$ cat src/rtl/snn_timestep_controller.sv
// snn_timestep_controller
//   Sequences the event-driven neuron datapath through N timesteps. Each
//   timestep has a spike-injection phase followed by a leak/update phase.
//   Control and configuration come from the AXI-lite register block. Status
//   and the spike count are returned to that block for readback.
//
// Ports
//   clk, rst      clock, asynchronous active-high reset
//   ctrl_reg      [0] run enable (rising edge starts a run), [1] soft clear
//   config_reg    [15:0] number of timesteps N (latched at start)
//   inject_start  1-cycle pulse: injector drains events for this timestep
//   inject_done   1-cycle pulse from the injector
//   leak_start    1-cycle pulse: neuron array applies leak/refractory update
//   leak_done     1-cycle pulse from the neuron array
//   spike_event   one output spike this cycle
//   timestep_idx  0-based index of the timestep in progress
//   status_reg    [0] busy [1] done [2] timeout error [5:3] state [31:16] idx
//   spike_count   saturating count of output spikes seen while busy
//   irq           1-cycle pulse on entry to DONE or ERROR
module snn_timestep_controller #(
  parameter int TIMEOUT_CYCLES = 1024,
  parameter int CNT_W          = 32
) (
  input  logic             clk,
  input  logic             rst,
  input  logic [31:0]      ctrl_reg,
  input  logic [31:0]      config_reg,
  output logic             inject_start,
  input  logic             inject_done,
  output logic             leak_start,
  input  logic             leak_done,
  input  logic             spike_event,
  output logic [15:0]      timestep_idx,
  output logic [31:0]      status_reg,
  output logic [CNT_W-1:0] spike_count,
  output logic             irq
);

  localparam int TMO_W = $clog2(TIMEOUT_CYCLES + 1);
  localparam logic [TMO_W-1:0] TMO_LAST = TMO_W'(TIMEOUT_CYCLES - 1);

  typedef enum logic [2:0] {
    S_IDLE      = 3'd0,
    S_INJECT    = 3'd1,
    S_WAIT_INJ  = 3'd2,
    S_LEAK      = 3'd3,
    S_WAIT_LEAK = 3'd4,
    S_NEXT      = 3'd5,
    S_DONE      = 3'd6,
    S_ERROR     = 3'd7
  } state_e;

  state_e           state_q, state_d;
  logic             run_q;
  logic [15:0]      num_ts_q;
  logic [15:0]      idx_q;
  logic [CNT_W-1:0] cnt_q;
  logic             done_q, err_q, irq_q;
  logic [TMO_W-1:0] tmo_q;
  logic             inj_seen_q, leak_seen_q;

  logic             start_s, clr_s, busy_s, abort_s, tmo_hit_s;
  logic             launch_s, launch_nz_s, waiting_s;
  logic [2:0]       state_code_s;
  logic             unused_s;

  assign start_s     = ctrl_reg[0] & ~run_q;
  assign clr_s       = ctrl_reg[1];
  assign abort_s     = busy_s & ~ctrl_reg[0];
  assign tmo_hit_s   = (tmo_q == TMO_LAST);
  // A start is only accepted from IDLE; soft clear suppresses it.
  assign launch_s    = (state_q == S_IDLE) & start_s & ~clr_s;
  assign launch_nz_s = launch_s & (config_reg[15:0] != 16'd0);
  assign waiting_s   = (state_q == S_WAIT_INJ) | (state_q == S_WAIT_LEAK);
  assign unused_s    = ^{ctrl_reg[31:2], config_reg[31:16]};

  // State register.
  always_ff @(posedge clk or posedge rst) begin
    if (rst) begin
      state_q <= S_IDLE;
    end else begin
      state_q <= state_d;
    end
  end

  // Next-state logic: soft clear, then abort, then normal sequencing.
  always_comb begin
    state_d = state_q;
    if (clr_s) begin
      state_d = S_IDLE;
    end else if (abort_s) begin
      state_d = S_IDLE;
    end else begin
      case (state_q)
        S_IDLE: begin
          if (start_s) begin
            state_d = (config_reg[15:0] == 16'd0) ? S_DONE : S_INJECT;
          end else begin
            state_d = S_IDLE;
          end
        end
        S_INJECT: state_d = S_WAIT_INJ;
        S_WAIT_INJ: begin
          // A done pulse that arrived during INJECT was latched.
          if (inject_done | inj_seen_q) begin
            state_d = S_LEAK;
          end else if (tmo_hit_s) begin
            state_d = S_ERROR;
          end else begin
            state_d = S_WAIT_INJ;
          end
        end
        S_LEAK: state_d = S_WAIT_LEAK;
        S_WAIT_LEAK: begin
          if (leak_done | leak_seen_q) begin
            state_d = S_NEXT;
          end else if (tmo_hit_s) begin
            state_d = S_ERROR;
          end else begin
            state_d = S_WAIT_LEAK;
          end
        end
        S_NEXT: begin
          if (idx_q == (num_ts_q - 16'd1)) begin
            state_d = S_DONE;
          end else begin
            state_d = S_INJECT;
          end
        end
        S_DONE:  state_d = S_IDLE;
        S_ERROR: state_d = S_IDLE;
        default: state_d = S_IDLE;
      endcase
    end
  end

  // Moore output decode of the state register.
  always_comb begin
    inject_start = 1'b0;
    leak_start   = 1'b0;
    busy_s       = 1'b0;
    case (state_q)
      S_INJECT:    begin inject_start = 1'b1; busy_s = 1'b1; end
      S_WAIT_INJ:  busy_s = 1'b1;
      S_LEAK:      begin leak_start = 1'b1; busy_s = 1'b1; end
      S_WAIT_LEAK: busy_s = 1'b1;
      S_NEXT:      busy_s = 1'b1;
      default:     busy_s = 1'b0;
    endcase
  end

  // Datapath: edge detect, phase latches, timeout, index, count, flags, irq.
  always_ff @(posedge clk or posedge rst) begin
    if (rst) begin
      run_q       <= 1'b0;
      inj_seen_q  <= 1'b0;
      leak_seen_q <= 1'b0;
      irq_q       <= 1'b0;
      tmo_q       <= '0;
      num_ts_q    <= 16'd0;
      idx_q       <= 16'd0;
      cnt_q       <= '0;
      done_q      <= 1'b0;
      err_q       <= 1'b0;
    end else begin
      run_q       <= ctrl_reg[0];
      inj_seen_q  <= (state_q == S_INJECT) & inject_done;
      leak_seen_q <= (state_q == S_LEAK) & leak_done;
      // DONE/ERROR are only ever entered, never held, so this is an entry pulse.
      irq_q       <= (state_d == S_DONE) | (state_d == S_ERROR);

      if (state_d != state_q) begin
        tmo_q <= '0;
      end else if (waiting_s) begin
        tmo_q <= tmo_q + TMO_W'(1);
      end else begin
        tmo_q <= '0;
      end

      if (launch_s) begin
        num_ts_q <= config_reg[15:0];
      end

      if (clr_s) begin
        idx_q  <= 16'd0;
        cnt_q  <= '0;
        done_q <= 1'b0;
        err_q  <= 1'b0;
      end else begin
        if (launch_nz_s) begin
          idx_q <= 16'd0;
        end else if ((state_q == S_NEXT) && (state_d == S_INJECT)) begin
          idx_q <= idx_q + 16'd1;
        end

        if (launch_nz_s) begin
          cnt_q <= '0;
        end else if (busy_s && spike_event && !(&cnt_q)) begin
          cnt_q <= cnt_q + CNT_W'(1);
        end

        if (abort_s) begin
          done_q <= 1'b0;
          err_q  <= 1'b0;
        end else if (launch_s) begin
          done_q <= (config_reg[15:0] == 16'd0);
          err_q  <= 1'b0;
        end else begin
          if (state_d == S_DONE)  done_q <= 1'b1;
          if (state_d == S_ERROR) err_q  <= 1'b1;
        end
      end
    end
  end

  assign state_code_s = state_q;
  assign timestep_idx = idx_q;
  assign spike_count  = cnt_q;
  assign irq          = irq_q;
  assign status_reg   = {idx_q, 10'd0, state_code_s, err_q, done_q, busy_s};

endmodule

$ cat config.mk
export PLATFORM = sky130hd
export DESIGN_NAME = snn_timestep_controller
export DESIGN_NICKNAME = d
export VERILOG_FILES = /design/src/rtl/snn_timestep_controller.sv
export SDC_FILE = /design/constraint.sdc
export NUM_CORES = 1
export LEC_CHECK = 0
export CORE_UTILIZATION = 51
export DETAILED_ROUTE_END_ITERATION = 8
export PLACE_DENSITY = 0.86
export SLEW_MARGIN = 10
export SYNTH_ARGS = -nofsm -noshare
export SYNTH_HDL_FRONTEND = slang
export SYNTH_SLANG_ARGS = --single-unit
$ cat constraint.sdc
create_clock -name clk -period 5.7 [get_ports clk]
set_clock_uncertainty 0.1 [all_clocks]
set_input_delay 1.14 -clock clk [delete_from_list [all_inputs] [get_ports clk]]
set_output_delay 1.14 -clock clk [all_outputs]
set_load 0.02 [all_outputs]
==> results.txt <==
The number of cells on the worst reg-to-reg path was 8. The start of the worst register-to-register path is num_ts_q[7]. Including well taps, the total number of placed cells is 730.

The post-route netlist has 7.29% of its cells at a drive strength greater than 1. The number of primary I/O pins is 152, and the number of antenna violations at the first check in global routing is 0. Once the floorplan was initialized, standard cells occupied 52.8% of the core. The run gives 0 as the yosys synthesis warning count.

The total power divided by cell area is 306 nW/µm², and the final net count is 685. The largest net degree at the start of global routing is 54. The number of enable flip-flop cells after synthesis was 0; the number of routed nets with antenna violations was 0. The logs give 3985 for the via count of the first global-routing pass and 84 for the number of clock sinks seen by CTS. The TritonCTS buffer count is 9. The min-delay analysis places its worst path in the category reg2reg. Overall power after layout: 1.84 mW. Once routing completed, OpenROAD measured the worst setup slack at 2.10 ns. The number of max-slew violations in the final report is 0. The clock transition at the register clock pins on the worst setup and hold paths after CTS works out to 0.09 ns. For this run, the leading register cell type out of synthesis is dfrtp_1. The initialized floorplan defines 35 standard-cell rows.

For the worst supply voltage drop on vdd, the log shows 0.170 mV. The final hold violation count was 0; the vertical extent of the die was 100 µm. The number of H-tree levels is 3, and the number of max-cap violations is 0. Global routing used 23.7% of the available tracks. Dividing the detail-routed wire length by the instance count gives 15.4 µm. The tools report the startpoint of the worst setup timing path as config_reg[11].

Transition at the pin with the smallest max-transition slack: 0.904 ns. Summed over all layers, the global routing overflow is 0. Synthesized instance count: 537.

The worst hold path terminates at done_q. The die covers 10000 µm². The vias after detailed routing was 4224; the number of antenna repair diodes was 0.

The post-cts gate resize count came out at 0. The number of setup buffers added after CTS is 0. The post-detailed-placement half-perimeter wirelength came out at 8400 µm.

The highest clock frequency the design can meet came out at 278 MHz. The number of detailed-route iterations in the first pass came out at 5. The area growth from synthesis to layout is 23.0%. For the post-route DRC violation count, the log shows 0. After synthesis the cells add up to 4900 µm². Measured along the x axis, the die boundary spans 100 µm.

The tools report the root cell of the clock tree as clkbuf_8. The setup violation total in the final timing report was 0. The kind of start point of the critical path is a primary input.

In this run the worst path has a maximum fanout of 11. STA puts the critical path data arrival time at 3.77 ns. The run gives 746 as the final standard cell count with taps included and fillers excluded. For this run, asynchronously set or reset flops after synthesis account for 100%. The pre-CTS worst setup slack is 1.76 ns, and the total of buffers placed on input and output ports is 95. The run gives 5.88 ns as the critical path required time. In this run, post-CTS hold repair placed 0 buffers. The tools report the insertion delay to the later sink of the worst-skew pair as 0.37 ns. The post-route clock period utilization is 63.1%, and the number of cells on the worst hold path is 2. For the final routed database, the setup TNS stands at 0 ns. The post-synthesis register bit count was 84. Max-slew headroom at the worst pin: 39.2%.

The worst-case register-to-register setup slack came out at 2.26 ns. The type of the worst setup path was in2reg. Setup repair after global routing left no endpoint under its margin. The endpoint identified for the worst register-to-register timing path is timestep_idx[5]. The final layout contains routed wiring with a total length of 11500 µm. The first global-routing pass estimated 18700 µm of wire. TritonCTS built the clock tree. STA classifies the critical path endpoint as a flip-flop. For this block, the initial DRC count from the detailed router was 217. The run finished with clean final reports. Averaged over all synthesized cells, the footprint is 9.12 µm².

The congestion estimate from routability-driven global placement came to 0.924. The worst hold path begins at done_q. The clock period minus worst slack was 3.60 ns. The number of distinct library cell variants in the gate-level netlist after synthesis is 56, and the mean number of vias per cell is 5.66.

The core region is 9280 µm². Counting along the longest clock path gives a buffer depth of 2. For this design the static power due to leakage is 2.41 nW. The share of the yosys chip area belonging to registers came out at 42.9%.
==> cells by family (layout without fill, tap and decap cells) <==
group                    after synthesis  in the layout  share of synthesized area, %
adder cells (fa/ha/maj)                4              4                          1.02
AND/OR/NAND/NOR                      241            241                          25.2
other                                  1             10                        0.0766
XOR/XNOR                              52             52                          9.30
flip-flops                            84             84                          42.9
AO/OA/AOI/OAI                         72             72                          9.68
buffers and inverters                 62            133                          7.15
multiplexers                          21             21                          4.65
==> cell type report <==
type | instances | area (µm²)
fillers | 733 | 3260
multi-input cells | 400 | 2490
flip-flops and latches | 84 | 2100
repair buffers | 98 | 973
well taps | 129 | 161
clock buffers | 10 | 138
clock inverters | 6 | 93.8
inverters | 19 | 72.6
==> stage by stage <==
step | hold WS, ns | area (µm²) | utilization, %
3_5_place_dp | 0.426 | 5800 | 62.4
4_1_cts | 0.443 | 6030 | 64.9
6_report | 0.441 | 6030 | 64.9
3_3_place_gp | 0.405 | 5800 | 62.4
2_1_floorplan | 0.383 | 4930 | -
5_1_grt | 0.469 | 6030 | 64.9
==> report_power, final <==
| group | leakage (nW) | internal (mW) | switching (mW) |
|---|---|---|---|
| Sequential | 1.14 | 0.670 | 0.119 |
| Clock | 0.113 | 0.263 | 0.231 |
| Combinational | 1.16 | 0.255 | 0.305 |
==> synthesized netlist by cell type (all sizes together) (2+ instances only) <==
cell type	number	share of area, %
a21boi	2	0.31
a21o	2	0.31
a21oi	17	1.7
a311o	2	0.41
a31oi	5	0.64
and2	10	1.3
and3	14	1.8
and4	3	0.54
and4b	2	0.41
buf	31	4.8
clkbuf	12	0.92
dfrtp	84	43
ha	4	1.0
inv	19	1.5
mux2	14	3.2
mux2i	7	1.4
nand2	43	3.3
nand2b	2	0.26
nand3	33	3.4
nand4	15	1.9
nor2	62	4.8
nor2b	4	0.51
nor3	15	1.5
nor3b	2	0.31
nor4	8	1.0
nor4b	2	0.36
o211ai	4	0.61
o21ai	22	2.3
o221ai	5	0.89
o41ai	2	0.36
or2	3	0.38
or3	11	1.4
or4	10	1.7
xnor2	26	4.6
xor2	26	4.6
==> worst max-delay path by stage <==
stage | endpoint | slack [ns] | cells after the start
2_1_floorplan | done_q | 2.29 | 1
3_3_place_gp | tmo_q[10] | 1.83 | 7
3_5_place_dp | tmo_q[10] | 1.76 | 7
4_1_cts | tmo_q[10] | 2.13 | 7
5_1_grt | tmo_q[10] | 2.00 | 7
6_report | tmo_q[10] | 2.10 | 7
==> cell usage in the layout (no fill, tap or decap), types with 11 or more instances in the layout <==
master	count
mux2_2	14
or3_1	11
nor3_1	15
dfrtp_1	84
o21ai_0	20
xor2_1	26
and3_1	14
nand4_1	15
clkdlybuf4s50_1	95
nor2_1	62
xnor2_1	26
nand2_1	42
inv_1	18
a21oi_1	17
nand3_1	33
==> routing by layer <==
metal / share of wire (%) / vias up / global-route usage (%)
li1: - / 2020 / -
met1: 45 / 2035 / 31.0
met2: 48 / 148 / 38.8
met3: 4.6 / 21 / 4.94
met4: 2.1 / 0 / 9.25
met5: 0 / - / 0
==> sequential cells by signal, summed over array words and instances, names as in the netlist <==
signal / count
done_q: 1
err_q: 1
inj_seen_q: 1
irq: 1
leak_seen_q: 1
num_ts_q: 16
run_q: 1
spike_count: 32
state_code_s: 3
timestep_idx: 16
tmo_q: 11
==> critical path: stages <==
cell,delay [ns]
clkdlybuf4s50_1,0.43
nor4_1,0.36
nand4_1,0.22
and2_0,0.32
a311oi_1,0.53
nand4_1,0.52
a21oi_1,0.26
No activity file was read; power rests on OpenSTA's default activity.
